[config.mk]
export PLATFORM = sky130hd
export DESIGN_NAME = multicycle_sequencer
export DESIGN_NICKNAME = d
export VERILOG_FILES = /design/src/rtl/multicycle_sequencer_pkg.sv /design/src/rtl/multicycle_sequencer_wait_timer.sv /design/src/rtl/multicycle_sequencer.sv
export SDC_FILE = /design/constraint.sdc
export NUM_CORES = 1
export LEC_CHECK = 0
export ABC_AREA = 1
export CAP_MARGIN = 20
export CORE_AREA = 2 2 49 70
export DETAILED_ROUTE_END_ITERATION = 12
export DIE_AREA = 0 0 51 72
export PLACE_DENSITY = 0.89
export SETUP_SLACK_MARGIN = 0.4
export SYNTH_ARGS = -nofsm -noshare
export SYNTH_HDL_FRONTEND = slang
export SYNTH_HIERARCHICAL = 1
export SYNTH_SLANG_ARGS = --single-unit
[constraint.sdc]
create_clock -name clk -period 2.25 [get_ports clk]
set_clock_uncertainty 0.05 [all_clocks]
set_input_delay 0.45 -clock clk [delete_from_list [all_inputs] [get_ports clk]]
set_output_delay 0.45 -clock clk [all_outputs]
set_load 0.03 [all_outputs]
[src/rtl/multicycle_sequencer_pkg.sv]
// Shared encodings and sizes for the multi-cycle instruction sequencer.
// State values are visible on the debug state port and must stay fixed.
package multicycle_sequencer_pkg;

  localparam int DSIZE           = 16;
  localparam int WAIT_W          = 4;
  localparam int TIMEOUT_DEFAULT = 15;

  typedef enum logic [2:0] {
    ST_IDLE   = 3'd0,
    ST_FETCH  = 3'd1,
    ST_DECODE = 3'd2,
    ST_EXEC   = 3'd3,
    ST_MEM    = 3'd4,
    ST_WB     = 3'd5,
    ST_FAULT  = 3'd6
  } state_e;

  // States that wait on a memory handshake and are guarded by the timer.
  function automatic logic is_wait_state(input state_e s);
    return (s == ST_FETCH) || (s == ST_MEM);
  endfunction

endpackage

[src/rtl/multicycle_sequencer_wait_timer.sv]
// Clear/increment wait counter shared by the FETCH and MEM handshakes.
// expired_o flags the wait cycle on which the count reaches LIMIT.
module wait_timer
  import multicycle_sequencer_pkg::*;
#(
  parameter int LIMIT = TIMEOUT_DEFAULT
) (
  input  logic clk_i,
  input  logic rst_i,
  input  logic clear_i,
  input  logic inc_i,
  output logic expired_o
);

  localparam logic [WAIT_W:0] LIMIT_C = LIMIT[WAIT_W:0];

  logic [WAIT_W-1:0] cnt_q;
  logic [WAIT_W-1:0] cnt_d;

  always_comb begin
    cnt_d = cnt_q;
    if (clear_i) begin
      cnt_d = '0;
    end else if (inc_i) begin
      cnt_d = cnt_q + 1'b1;
    end
  end

  always_ff @(posedge clk_i) begin
    if (rst_i) begin
      cnt_q <= '0;
    end else begin
      cnt_q <= cnt_d;
    end
  end

  assign expired_o = inc_i && (({1'b0, cnt_q} + 1'b1) >= LIMIT_C);

endmodule

[src/rtl/multicycle_sequencer.sv]
// Multi-cycle control sequencer: steps instructions through FETCH..WB and
// drives PC/IR/regfile/data-memory strobes around handshaked memories.
//
// state  | meaning
// IDLE   | stopped at an instruction boundary, waiting for run
// FETCH  | instruction request outstanding until imem_ack
// DECODE | one cycle for the decoder outputs to settle
// EXEC   | class dispatch; branches retire here
// MEM    | data request outstanding until dmem_ack; stores retire here
// WB     | register write-back and retire
// FAULT  | memory timeout, held until reset
module multicycle_sequencer
  import multicycle_sequencer_pkg::*;
#(
  parameter int TIMEOUT = TIMEOUT_DEFAULT
) (
  input  logic             clk,
  input  logic             rst,
  input  logic             run,
  input  logic             imem_ack,
  input  logic             dmem_ack,
  input  logic             dec_wen,
  input  logic             dec_branch,
  input  logic             dec_mem_read,
  input  logic             dec_mem_write,
  input  logic             zero,
  output logic             imem_req,
  output logic             ir_load,
  output logic             pc_write,
  output logic             pc_src,
  output logic             rf_wen,
  output logic             dmem_req,
  output logic             dmem_we,
  output logic             busy,
  output logic             fault,
  output logic [2:0]       state,
  output logic [DSIZE-1:0] retired
);

  state_e           state_q;
  state_e           state_d;
  logic [DSIZE-1:0] retired_q;

  logic   ack_sel;
  logic   wait_inc;
  logic   wait_clear;
  logic   wait_expired;
  logic   is_mem_op;
  state_e boundary_st;

  wait_timer #(
    .LIMIT (TIMEOUT)
  ) u_wait_timer (
    .clk_i     (clk),
    .rst_i     (rst),
    .clear_i   (wait_clear),
    .inc_i     (wait_inc),
    .expired_o (wait_expired)
  );

  always_ff @(posedge clk) begin
    if (rst) begin
      state_q   <= ST_IDLE;
      retired_q <= '0;
    end else begin
      state_q <= state_d;
      if (pc_write) begin
        retired_q <= retired_q + 1'b1;
      end
    end
  end

  always_comb begin
    state_d     = state_q;
    is_mem_op   = dec_mem_write || dec_mem_read;
    boundary_st = run ? ST_FETCH : ST_IDLE;
    ack_sel     = (state_q == ST_FETCH) ? imem_ack : dmem_ack;
    // Any cycle that is not an unacknowledged wait resets the count, so
    // both FETCH and MEM are always entered with a cleared timer.
    wait_inc    = is_wait_state(state_q) && !ack_sel;
    wait_clear  = !wait_inc;

    unique case (state_q)
      ST_IDLE: begin
        if (run) state_d = ST_FETCH;
      end
      ST_FETCH: begin
        if (imem_ack)          state_d = ST_DECODE;
        else if (wait_expired) state_d = ST_FAULT;
      end
      ST_DECODE: state_d = ST_EXEC;
      ST_EXEC: begin
        if (is_mem_op)       state_d = ST_MEM;
        else if (dec_branch) state_d = boundary_st;
        else                 state_d = ST_WB;
      end
      ST_MEM: begin
        if (dmem_ack)          state_d = dec_mem_write ? boundary_st : ST_WB;
        else if (wait_expired) state_d = ST_FAULT;
      end
      ST_WB:    state_d = boundary_st;
      ST_FAULT: state_d = ST_FAULT;
      default:  state_d = ST_IDLE;
    endcase
  end

  always_comb begin
    imem_req = (state_q == ST_FETCH);
    dmem_req = (state_q == ST_MEM);
    dmem_we  = (state_q == ST_MEM) && dec_mem_write;
    busy     = (state_q != ST_IDLE) && (state_q != ST_FAULT);
    fault    = (state_q == ST_FAULT);
    state    = state_q;
    retired  = retired_q;

    ir_load  = (state_q == ST_FETCH) && imem_ack;
    rf_wen   = (state_q == ST_WB) && dec_wen;
    pc_write = 1'b0;
    pc_src   = 1'b0;

    unique case (state_q)
      ST_EXEC: begin
        if (!(dec_mem_write || dec_mem_read) && dec_branch) begin
          pc_write = 1'b1;
          pc_src   = zero;
        end
      end
      ST_MEM: begin
        pc_write = dmem_ack && dec_mem_write;
      end
      ST_WB:   pc_write = 1'b1;
      default: ;
    endcase
  end

endmodule

## Yosys cells after proc, flatten, opt, wreduce, memory -nomap -nowiden

Cells that the tools add are included.

| storage, ports and cells | value |
|---|---|
| logic and storage cells | 45 |
| bits in registers | 23 |
| input bits | 10 |
| output and inout port bits | 28 |

| operators by class | value |
|---|---|
| magnitude comparators | 1 |
| reduce and logical (&&, ||, !) cells | 15 |
| add/subtract/negate cells | 3 |
| bitwise operators | 1 |
| equal/unequal tests | 8 |
| muxes and demuxes | 14 |

Operator list:

| operator | number |
|---|---|
| $mux 3 | 7 |
| $pmux 3 s7 | 1 |
| $add 16x1->16 const B | 1 |
| $eq 3x3->1 const B | 3 |
| $logic_and 1x1->1 | 8 |
| $eq 3x2->1 const B | 2 |
| $add 4x1->5 const B | 1 |
| $ge 5x4->1 const B | 1 |
| $mux 1 | 5 |
| $add 4x1->4 const B | 1 |
| $eq 3x1->1 const B | 1 |
| $logic_not 3->1 | 1 |
| $ne 3x3->1 const B | 1 |
| $pmux 1 s3 | 1 |
| $reduce_bool 3->1 | 1 |
| $logic_not 1->1 | 2 |
| $logic_or 1x1->1 | 2 |
| $ne 2x2->1 const B | 1 |
| $reduce_or 2->1 | 1 |
| $not 1->1 | 1 |

## Logic depth before layout (Yosys ltp)

Gate-level depths: netlist of the first run.

| depth | value |
|---|---|
| word-level depth | 8 |
| depth in mapped cells | 13 |
| mapped depth without buffers | 13 |

## By module

The synthesis of the first run kept the hierarchy.

By module, submodules not included:

| module | area an instance (µm²) | cells each | instances | seq. area each (µm²) |
|---|---|---|---|---|
| multicycle_sequencer | 1,191.1 | 189 | 1 | 380.4 |
| wait_timer | 229.0 | 32 | 1 | 80.1 |

## Worst setup path after synthesis of the first run

OpenSTA, ideal clock, no wires.

| timing path | value |
|---|---|
| path kind | register to register |
| from | reg state_q[0], in the netlist state[0] |
| to | reg state_q[0], in the netlist state[0] |
| cell stages (with the launch flop) | 13 |
| clock period less this slack | 2.487 ns |
| path slack | -0.237 ns |
| data required time | 2.091 ns |
| buffers on the path | 0 |
| library setup time | 0.109 ns |
| arrival time | 2.329 ns |
| cell sequence | dfxtp_1 inv_1 nor3_2 o21bai_1 nand2_1 inv_1 nand3_2 o21ai_1 nor2_1 a31oi_1 nand3_1 nand2_1 inv_1 |

| on the way | value |
|---|---|
| longest elaborated chain between the ends | 8 |
| elaborated cells on any way between the ends | 17 |
| those cells by class | eq/ne: 7; mux: 5; reduce/logical: 5 |

RTL lines:

| element | line | text |
|---|---|---|
| start: declaration | multicycle_sequencer.sv:40 | `state_e state_q;` |
| start signal: assignment | multicycle_sequencer.sv:66 | `state_q <= state_d;` |
| $eq 3x1->1 * | n/a |  |
| net imem_req | multicycle_sequencer.sv:27 | `output logic imem_req,` |
| $mux 1 | multicycle_sequencer.sv:77 | `ack_sel = (state_q == ST_FETCH) ? imem_ack : dmem_ack;` |
| $logic_not 1->1 | multicycle_sequencer.sv:80 | `wait_inc = is_wait_state(state_q) && !ack_sel;` |
| $logic_and 1x1->1 * | multicycle_sequencer.sv:80 |  |
| net wait_inc | multicycle_sequencer.sv:45 | `logic wait_inc;` |
| $logic_and 1x1->1 * | multicycle_sequencer_wait_timer.sv:37 | `assign expired_o = inc_i && (({1'b0, cnt_q} + 1'b1) >= LIMIT_C);` |
| net wait_expired | multicycle_sequencer.sv:47 | `logic wait_expired;` |
| $mux 3 * | n/a |  |
| $mux 3 (on tied branches) | n/a |  |
| $pmux 3 s7 * | multicycle_sequencer.sv:83 | `unique case (state_q)` |

Mark *: on every way through the listed nets, which the timed path passes. The rest lies on a longest branch.
A chain may end at the register's enable or synchronous reset.

## Worst setup path in the final report of the first run

| timing path | value |
|---|---|
| from | reg state_q[0], in the netlist state[0] |
| to | reg state_q[0], in the netlist state[0] |

| on the way | value |
|---|---|
| longest elaborated chain between the ends | 8 |
| elaborated cells on any way between the ends | 17 |
| those cells by class | eq/ne: 7; mux: 5; reduce/logical: 5 |

RTL lines:

| element | line |
|---|---|
| $eq 3x1->1 | multicycle_sequencer_pkg.sv:21, multicycle_sequencer.sv:77 |
| $mux 1 | multicycle_sequencer.sv:77 |
| $logic_not 1->1 | multicycle_sequencer.sv:80 |
| $logic_and 1x1->1 * | multicycle_sequencer.sv:80 |
| net wait_inc | multicycle_sequencer.sv:45 |
| $logic_and 1x1->1 * | multicycle_sequencer_wait_timer.sv:37 |
| net wait_expired | multicycle_sequencer.sv:47 |
| $mux 3 * | n/a |
| $mux 3 (on tied branches) | n/a |
| $pmux 3 s7 * | multicycle_sequencer.sv:83 |

Marks and branches as above.

==> impl_metrics.tcl, run 1 <==
set metrics [dict create \
    drt_pass1_iterations 4 \
    syn_nets 234 \
    power.density_mw_per_mm2 450.8 \
    synth_compound_area_share_pct 14.89 \
    netlist_instances 221 \
    initial_utilization_pct 46.82 \
    die_y_um 72 \
    final_cell_mix "44 x nand2_1, 34 x inv_1, 25 x buf_4" \
    rsz0062_at_grt "yes" \
    syn_area_sq_mm 0.001420 \
    finalSetupViolCount 0 \
    drt-wirelength-per-cell_um 12.52 \
    cts_max_level 1 \
    gp_congestion 0.8862 \
    ant_nets 0 \
    clock_sinks 23 \
    status "complete, no violations" \
    final_nets 295 \
    fin_setup_tns_ns 0 \
    clock.fmax_mhz 530.2 \
    leakage_nw 1.052 \
    yosysTopAreaCell "dfxtp_1" \
    grtUsageTotal_pct 21.05 \
    grt_start_max_net_pins 16 \
    synthMuxAreaShare_pct 0 \
    final_common_cell "nand2_1" \
    grt_antenna_before_repair 0 \
    hold_path.class "reg2reg" \
    place_area_sq_mm 0.001837 \
    clkLatencyLatePin_ns 0.27 \
    reg2reg_slack_ns 0.36 \
    synth_xor_area_share_pct 1.233 \
    die_w_um 51 \
    antennaDiodeCount 0 \
    ys_types 29 \
    gr-total-overflow 0 \
    start_kind "flip-flop" \
    synth_fa_ha_area_share_pct 2.643 \
    ys_ff_latch 23 \
    post-route-period-util_pct 83.82 \
    pin_count 38 \
    numCtsBuffers 3 \
    yosysSeqAreaShare_pct 32.42 \
    drc_errors 0 \
    final_util_pct 67.66 \
    num_vias 1667 \
    wl_mm 4.005 \
    grt_pass1_vias 1512 \
    hold_viol_final 0 \
    cts_hold_buffers 0 \
    synthTopCellsByArea "dfxtp_1 32%, nand2_1 13%, inv_1 10%" \
    synth_top_family_by_area "simple AND/OR/NAND/NOR gates" \
    cts_tree "done" \
    relSlewSlack_pct 77.92 \
    rows 24 \
    yosysWarnings 6 \
    fin_crit_ns 1.886 \
    io_buffers 37 \
    core_sq_mm 0.003033 \
    synthSimpleGateAreaFrac_pct 35.68 \
    drt_iter0_drc 63 \
    synth_top_area_share_pct 32.42 \
    grt_pass1_wl_mm 5.996 \
    whs_ns 0.4724 \
    final_area_sq_mm 0.002052 \
    ctsLongestPathBuffers 2 \
    dieArea_sq_mm 0.003672 \
    timing.final.max_slew_violations 0 \
    viasPerCell 5.209 \
    critPathMaxFanout 5 \
    cp-end-kind "flip-flop" \
    crit_type "reg2reg" \
    syn2layout_area_growth_pct 44.49 \
    drv_cap 0 \
    hpwlAfterDp_mm 2.566 \
    cp_data_arrival_time_ns 2.01 \
    crit_required_ns 2.37 \
    avgSynthCellArea_sq_um 6.426 \
    drive_gt1_share_pct 24.20 \
    peakVddDrop_mv 0.3939 \
    clk_pin_slew_worst_paths_ns 0.08 \
    clock-root-buffer "clkbuf_8" \
    max_slew.worst_pin.slew_ns 0.3326 \
]
[power by group]
group / switching, W / internal [W]
combinational: 0.000125 / 0.000109
sequential: 0.0000157 / 0.000414
clock: 0.000134 / 0.000127
total: 0.000275 / 0.000650
[critical path, cell delays in order, from the launching register on]
cell and delay (ns):
dfxtp_4 0.40, inv_4 0.06, nor3_4 0.24, o21bai_4 0.17, nand2_2 0.10, inv_2 0.08
nand3_2 0.08, o21ai_2 0.17, nor2_1 0.08, o221ai_1 0.15, nand3_1 0.10, nand2_1 0.07
inv_1 0.03
[final timing paths]
| path | start | end | cells past startpoint |
|---|---|---|---|
| min | retired[0]$_SDFFE_PP0P_ | retired[0]$_SDFFE_PP0P_ | 1 |
| max reg2reg | state[0]$_SDFFE_PP0P_ | state[0]$_SDFFE_PP0P_ | 12 |
| min reg2reg | retired[0]$_SDFFE_PP0P_ | retired[0]$_SDFFE_PP0P_ | 1 |
| max | state[0]$_SDFFE_PP0P_ | state[0]$_SDFFE_PP0P_ | 12 |
[layer usage]
layer  track usage (%)  share of wire (%)  up-vias
met5                 0                  0        -
met4             11.41                3.2        0
met3             4.115                3.3       16
met2             40.12                 55       46
met1             20.54                 39      774
li1                  -                  -      831
[Yosys cell counts]
| cell | number |
|---|---|
| nor2_1 | 28 |
| o21ai_1 | 3 |
| a21oi_2 | 1 |
| nand3_2 | 1 |
| nand4_1 | 7 |
| ha_1 | 3 |
| buf_6 | 1 |
| buf_12 | 1 |
| a41oi_1 | 1 |
| or2_2 | 1 |
| nor2_2 | 5 |
| o21ai_2 | 2 |
| nor3_2 | 1 |
| o21bai_1 | 2 |
| clkbuf_1 | 1 |
| nor3_1 | 2 |
| dfxtp_1 | 23 |
| a21oi_1 | 18 |
| xnor2_1 | 2 |
| nand3_1 | 16 |
| nand2_2 | 3 |
| nand2_4 | 1 |
| buf_2 | 1 |
| a31oi_1 | 2 |
| o21ai_0 | 7 |
| o221ai_1 | 1 |
| inv_2 | 1 |
| nand2_1 | 48 |
| inv_1 | 38 |
[what timing repair did]
action | in CTS | in global routing
setup endpoints to repair | 24 | 18
buffers inserted | 13 | 6
resized for setup | 43 | 21
gates cloned | 0 | 0
pin swaps | 12 | 8
[cell type report]
| type | instances | area [sq um] |
|---|---|---|
| Clock buffer | 4 | 45.04 |
| Fill cell | 242 | 980.9 |
| Multi-Input combinational cell | 155 | 829.5 |
| Timing Repair Buffer | 60 | 508.0 |
| Tap cell | 39 | 48.80 |
| Inverter | 39 | 148.9 |
| Sequential cell | 23 | 471.7 |
[metrics by stage]
step,total power [W],std cells,worst slack [ns]
floorplan,0.0005388,221,0.2508
global placement,0.0005971,297,0.05625
detailed placement,0.0005988,297,0.05384
CTS,0.0008943,314,0.4007
global route,0.0009617,320,0.2725
finish,0.0009250,320,0.3640
[kinds of logic after synthesis]
logic type | count (synthesis)
AO/OA/AOI/OAI | 37
XOR/XNOR | 2
adder cells (fa/ha/maj) | 3
buffers and inverters | 43
flip-flops | 23
AND/OR/NAND/NOR | 113
[sequential cells by signal, summed over array words and instances (netlist names)]
signal              flops
retired                16
state                   3
u_wait_timer/cnt_q      4
Note: power is estimated with default switching activity, not from simulation.
==> inputs of run 2 (changes only) <==
Clock period 2.25 ns to 2 ns, I/O delays scaled along.
==> run 2 against run 1 <==
  * Critical path depth fell by 5
  * Final area rose by 22%
  * Clock power rose by 20%
  * Sequential power rose by 12%
  * Combinational power rose by 78%
  * Power rose by 31%
  * Via count rose by 21%
  * Count of clock-buffer cells in the layout did not move
  * Worst setup slack got worse by 0.34 ns
  * Register-to-register slack got worse by 0.33 ns
  * Hold slack got worse by 0.013 ns
  * Critical endpoint is now ir_load
  * Cell count rose by 7.8%
==> impl_metrics.tcl, run 2 (synthesis gave the netlist of run 1 again) <==
set metrics [dict create \
    final_nets 320 \
    peakVddDrop_mv 0.5493 \
    grt_pass1_vias 1663 \
    hpwlAfterDp_mm 2.656 \
    clkLatencyLatePin_ns 0.28 \
    grtUsageTotal_pct 24.97 \
    ant_nets 0 \
    largest_reg_flops 16 \
    cp-end-kind "output port" \
    post-route-period-util_pct 98.99 \
    timing.final.max_slew_violations 0 \
    worstReg2RegEnd "state[1]$_SDFFE_PP0P_" \
    max_slew.worst_pin.slew_ns 0.5199 \
    ctsLongestPathBuffers 2 \
    fin_crit_ns 1.980 \
    rsz0062_at_grt "yes" \
    drt_iter0_drc 156 \
    drt-wirelength-per-cell_um 18.80 \
    fin_setup_tns_ns 0 \
    gp_congestion 0.8505 \
    pin_count 38 \
    crit_type "reg2out" \
    critPathMaxFanout 4 \
    worstHoldEndpoint "u_wait_timer/cnt_q[3]$_SDFFE_PP0P_" \
    grt_pass1_wl_mm 7.148 \
    reg2reg_slack_ns 0.03 \
    min_path_cells 2 \
    final_common_cell "nand2_1" \
    worstRegToRegCells 12 \
    grt_start_max_net_pins 14 \
    globalRouteMet2Util_pct 44.59 \
    drv_cap 0 \
    final_cell_mix "40 x nand2_1, 29 x inv_1, 27 x buf_6, 27 x buf_4, 20 x nor2_1" \
    drt_pass1_iterations 5 \
    antennaDiodeCount 0 \
    rows 24 \
    crit_path_top_delay_cell "dfxtp_4" \
    wl_mm 6.485 \
    slowest_delay_ns 0.39 \
    clock_sinks 23 \
    grt_antenna_before_repair 0 \
    start_kind "flip-flop" \
    drc_errors 0 \
    final_util_pct 82.55 \
    initial_utilization_pct 46.82 \
    crit_required_ns 1.55 \
    clk_pin_slew_worst_paths_ns 0.09 \
    multi_input_area_sq_um 962.2 \
    finalSetupViolCount 0 \
    io_buffers 37 \
    fillers 164 \
    clock-root-buffer "clkbuf_8" \
    grt_use_met3_pct 3.704 \
    hold_viol_final 0 \
    num_vias 2013 \
    r2r_start "state[0]$_SDFFE_PP0P_" \
    cts_tree "done" \
    min-delay-start "u_wait_timer/cnt_q[3]$_SDFFE_PP0P_" \
    leakage_nw 1.212 \
    clock.fmax_mhz 505.1 \
    power.density_mw_per_mm2 485.2 \
    core_sq_mm 0.003033 \
    relSlewSlack_pct 64.97 \
    hold_path.class "reg2reg" \
    die_y_um 72 \
    path_cells "inv_4, nor3_4, buf_4, buf_6, nand2_4, inv_2, buf_6" \
    gr-total-overflow 0 \
    crit_path_frequent_cell "buf_6" \
    numCtsBuffers 3 \
    dieArea_sq_mm 0.003672 \
    met1_usage_pct 25.74 \
    syn2layout_area_growth_pct 76.30 \
    drive_gt1_share_pct 39.54 \
    seq_area_sq_um 473.0 \
    die_w_um 51 \
    cts_max_level 1 \
    grt.busiest_layer "met2" \
    status "complete, no violations" \
    viasPerCell 5.835 \
    cp_data_arrival_time_ns 1.53 \
]
[run 2: cell count changes in the layout (fill, tap and decap cells not counted), sizes merged]
cell / change
buf: +26
dlymetal6s2s: -4
clkbuf: +3
clkdlybuf4s15: +2
clkdlybuf4s50: -1
dlygate4sd2: -1
[run 2: worst max-delay path, delay by kind of cell, from the launching register on]
family / cells / cell delay (ns)
and+or+nand+nor: 2 / 0.32
buffers and inverters: 5 / 0.54
DFF: 1 / 0.39
[run 2: worst max-delay path by stage]
stage	startpoint	to
2_1_floorplan	state[0]$_SDFFE_PP0P_	state[0]$_SDFFE_PP0P_
3_3_place_gp	dmem_ack	state[0]$_SDFFE_PP0P_
3_5_place_dp	dmem_ack	state[0]$_SDFFE_PP0P_
4_1_cts	state[0]$_SDFFE_PP0P_	state[0]$_SDFFE_PP0P_
5_1_grt	state[0]$_SDFFE_PP0P_	state[1]$_SDFFE_PP0P_
6_report	state[0]$_SDFFE_PP0P_	ir_load
[run 2: metal layers]
metal / vias to the layer above / routed length (um)
met5: - / 0
met4: 0 / 447
met3: 50 / 471
met2: 160 / 3256
met1: 924 / 2309
li1: 879 / -
[run 2: layout make-up]
class                   instances  area share [%]
multi-input cells             155           38.43
clock buffers                   4           1.799
repair buffers                 85           32.18
flip-flops and latches         23           18.89
inverters                      39           6.747
well taps                      39           1.949
[run 2: repair_timing]
action,CTS,global route
cloned,0,2
gates resized for setup,73,80
pin swaps,17,21
endpoints found under the setup margin,40,37
setup buffers,20,17
hold buffers,0,0
[run 2: power by group]
part	internal [W]	switching, W
combinational	0.000207	0.000212
clock	0.000143	0.000169
sequential	0.000466	0.0000172
[run 2: stage by stage]
stage	area [sq um]	worst slack, ns	hold slack, ns	std cells	total power, W
2_1_floorplan	1446	0.001005	0.4154	221	0.0006081
3_3_place_gp	1881	0.01068	0.4427	302	0.0006843
3_5_place_dp	1881	-0.06135	0.4442	302	0.0006902
4_1_cts	2123	0.1870	0.4536	326	0.001047
5_1_grt	2504	-0.01442	0.4716	345	0.001240
6_report	2504	0.02012	0.4594	345	0.001215
==> inputs of run 3 (changes only) <==
Settings changed: MAX_ROUTING_LAYER set to met4, TNS_END_PERCENT set to 50.
==> run 3 against run 2 <==
  * The run now ends with negative setup slack left
  * Cell count grew 0.58%
  * Critical path depth increased by 5
  * Final area fell by 3.1%
  * Via count shrank 3.1%
  * Clock power is 7.4% lower
  * Critical path type is now reg2reg
  * Worst setup slack got worse by 0.088 ns
  * Non-clock buffer count grew 2
==> impl_metrics.tcl, run 3 (synthesis gave the netlist of run 1 again) <==
set metrics [dict create \
    drt-wirelength-per-cell_um 17.04 \
    drc_errors 0 \
    grt_pass1_wl_mm 6.679 \
    met1_usage_pct 24.16 \
    status "finished with violations" \
    clk_pin_slew_worst_paths_ns 0.08 \
    final_cell_mix "43 x buf_4, 42 x nand2_1, 31 x inv_1" \
    globalRouteMet2Util_pct 43.43 \
    critPathMaxFanout 4 \
    largest_reg_flops 16 \
    antennaDiodeCount 0 \
    grtUsageTotal_pct 23.93 \
    multi_input_area_sq_um 925.9 \
    num_vias 1951 \
    post_layout_nonfiller_instances 347 \
    fillers 180 \
    hold_path.class "reg2reg" \
    fin_setup_tns_ns -0.06819 \
    wl_mm 5.912 \
    leakage_nw 1.217 \
    gp_congestion 0.8934 \
    drt_pass1_iterations 5 \
    final_nets 322 \
    drv_cap 0 \
    hold_viol_final 0 \
    initial_utilization_pct 46.82 \
    post-route-period-util_pct 103.4 \
    ctsLongestPathBuffers 2 \
    dieArea_sq_mm 0.003672 \
    final_util_pct 79.95 \
    finalSetupViolCount 1 \
    crit_end "state[0]$_SDFFE_PP0P_" \
    grt_pass1_vias 1660 \
    grt_use_met3_pct 3.292 \
    crit_type "reg2reg" \
    relSlewSlack_pct 68.52 \
    worstRegToRegCells 12 \
    timing.final.max_slew_violations 0 \
    dp_cells 301 \
    rsz0062_at_grt "yes" \
    grt_start_max_net_pins 14 \
    max_slew.worst_pin.slew_ns 0.4672 \
    power.density_mw_per_mm2 485.1 \
    seq_area_sq_um 473.0 \
    violations "negative setup slack" \
    syn2layout_area_growth_pct 70.75 \
    pin_count 38 \
    hpwlAfterDp_mm 2.523 \
    cts_hold_buffers 0 \
    viasPerCell 5.622 \
    reg2reg_slack_ns -0.07 \
    peakVddDrop_mv 0.6320 \
    cts_max_level 1 \
    core_sq_mm 0.003033 \
    rows 24 \
    startpoint "state[0]$_SDFFE_PP0P_" \
    cp_data_arrival_time_ns 2.18 \
    start_kind "flip-flop" \
    clock_sinks 23 \
    fin_crit_ns 2.068 \
    final_common_cell "buf_4" \
    gr-total-overflow 0 \
    io_buffers 37 \
    drive_gt1_share_pct 36.69 \
    clock.fmax_mhz 483.5 \
    clock-root-buffer "clkbuf_8" \
    drt_iter0_drc 141 \
    cp-end-kind "flip-flop" \
    ant_nets 0 \
    min-delay-start "retired[0]$_SDFFE_PP0P_" \
    r2r_start "state[0]$_SDFFE_PP0P_" \
    numCtsBuffers 3 \
    grt.busiest_layer "met2" \
    grt_antenna_before_repair 0 \
    worstReg2RegEnd "state[0]$_SDFFE_PP0P_" \
    clkLatencyLatePin_ns 0.26 \
    die_y_um 72 \
    final.setup.worst_slack_ns -0.06819 \
    crit_required_ns 2.11 \
    die_w_um 51 \
    cts_tree "done" \
]
run 3: worst min path at each step:
stage | end | slack [ns] | cells after the start
after floorplan | u_wait_timer/cnt_q[3]$_SDFFE_PP0P_ | 0.42 | 2
after global placement | retired[0]$_SDFFE_PP0P_ | 0.44 | 1
after detailed placement | u_wait_timer/cnt_q[3]$_SDFFE_PP0P_ | 0.45 | 2
after CTS | u_wait_timer/cnt_q[3]$_SDFFE_PP0P_ | 0.46 | 2
after global routing | retired[0]$_SDFFE_PP0P_ | 0.48 | 1
final | retired[0]$_SDFFE_PP0P_ | 0.47 | 1
run 3: area by class of cell:
type	instances	share of cell area, %
clock buffer	3	1.703
clock inverter	1	0.2064
tap	39	2.012
multi-input combinational	155	38.18
inverter	39	6.760
sequential	23	19.50
timing repair buffer	87	31.63
run 3: per-layer routing:
layer	share of wire, %	routed length, um
met3	7.5	441
met2	51	3002
met1	36	2103
met4	6.2	364
met5	0	0
run 3: power breakdown:
| part | internal (W) | leakage [nW] | switching (W) |
|---|---|---|---|
| combinational | 0.000198 | 1.00 | 0.000205 |
| clock | 0.000139 | 0.0255 | 0.000150 |
| sequential | 0.000466 | 0.188 | 0.0000169 |
run 3: per-stage QoR:
stage	hold WS, ns	total power (W)	area, sq um	setup slack (ns)
floorplan	0.4154	0.0006069	1438	0.001005
global placement	0.4449	0.0006823	1864	0.01098
detailed placement	0.4487	0.0006851	1864	-0.05786
CTS	0.4599	0.001025	2122	0.1682
global route	0.4838	0.001212	2425	-0.09699
finish	0.4680	0.001176	2425	-0.06819
run 3: worst max-delay path, stage by stage (launching register included):
cell	delay (ns)
dfxtp_4	0.39
inv_6	0.04
nor3_4	0.22
o21bai_4	0.19
nand2_4	0.08
inv_4	0.09
nand3_4	0.07
o21ai_2	0.19
nor2_2	0.07
o221ai_1	0.24
nand3_1	0.18
nand2_1	0.10
inv_1	0.05
run 3: what timing repair did:
item                       in CTS  in global routing
setup endpoints to repair      39                 36
setup buffers                  27                 15
resized for setup              49                 60
pin swaps                      15                 14
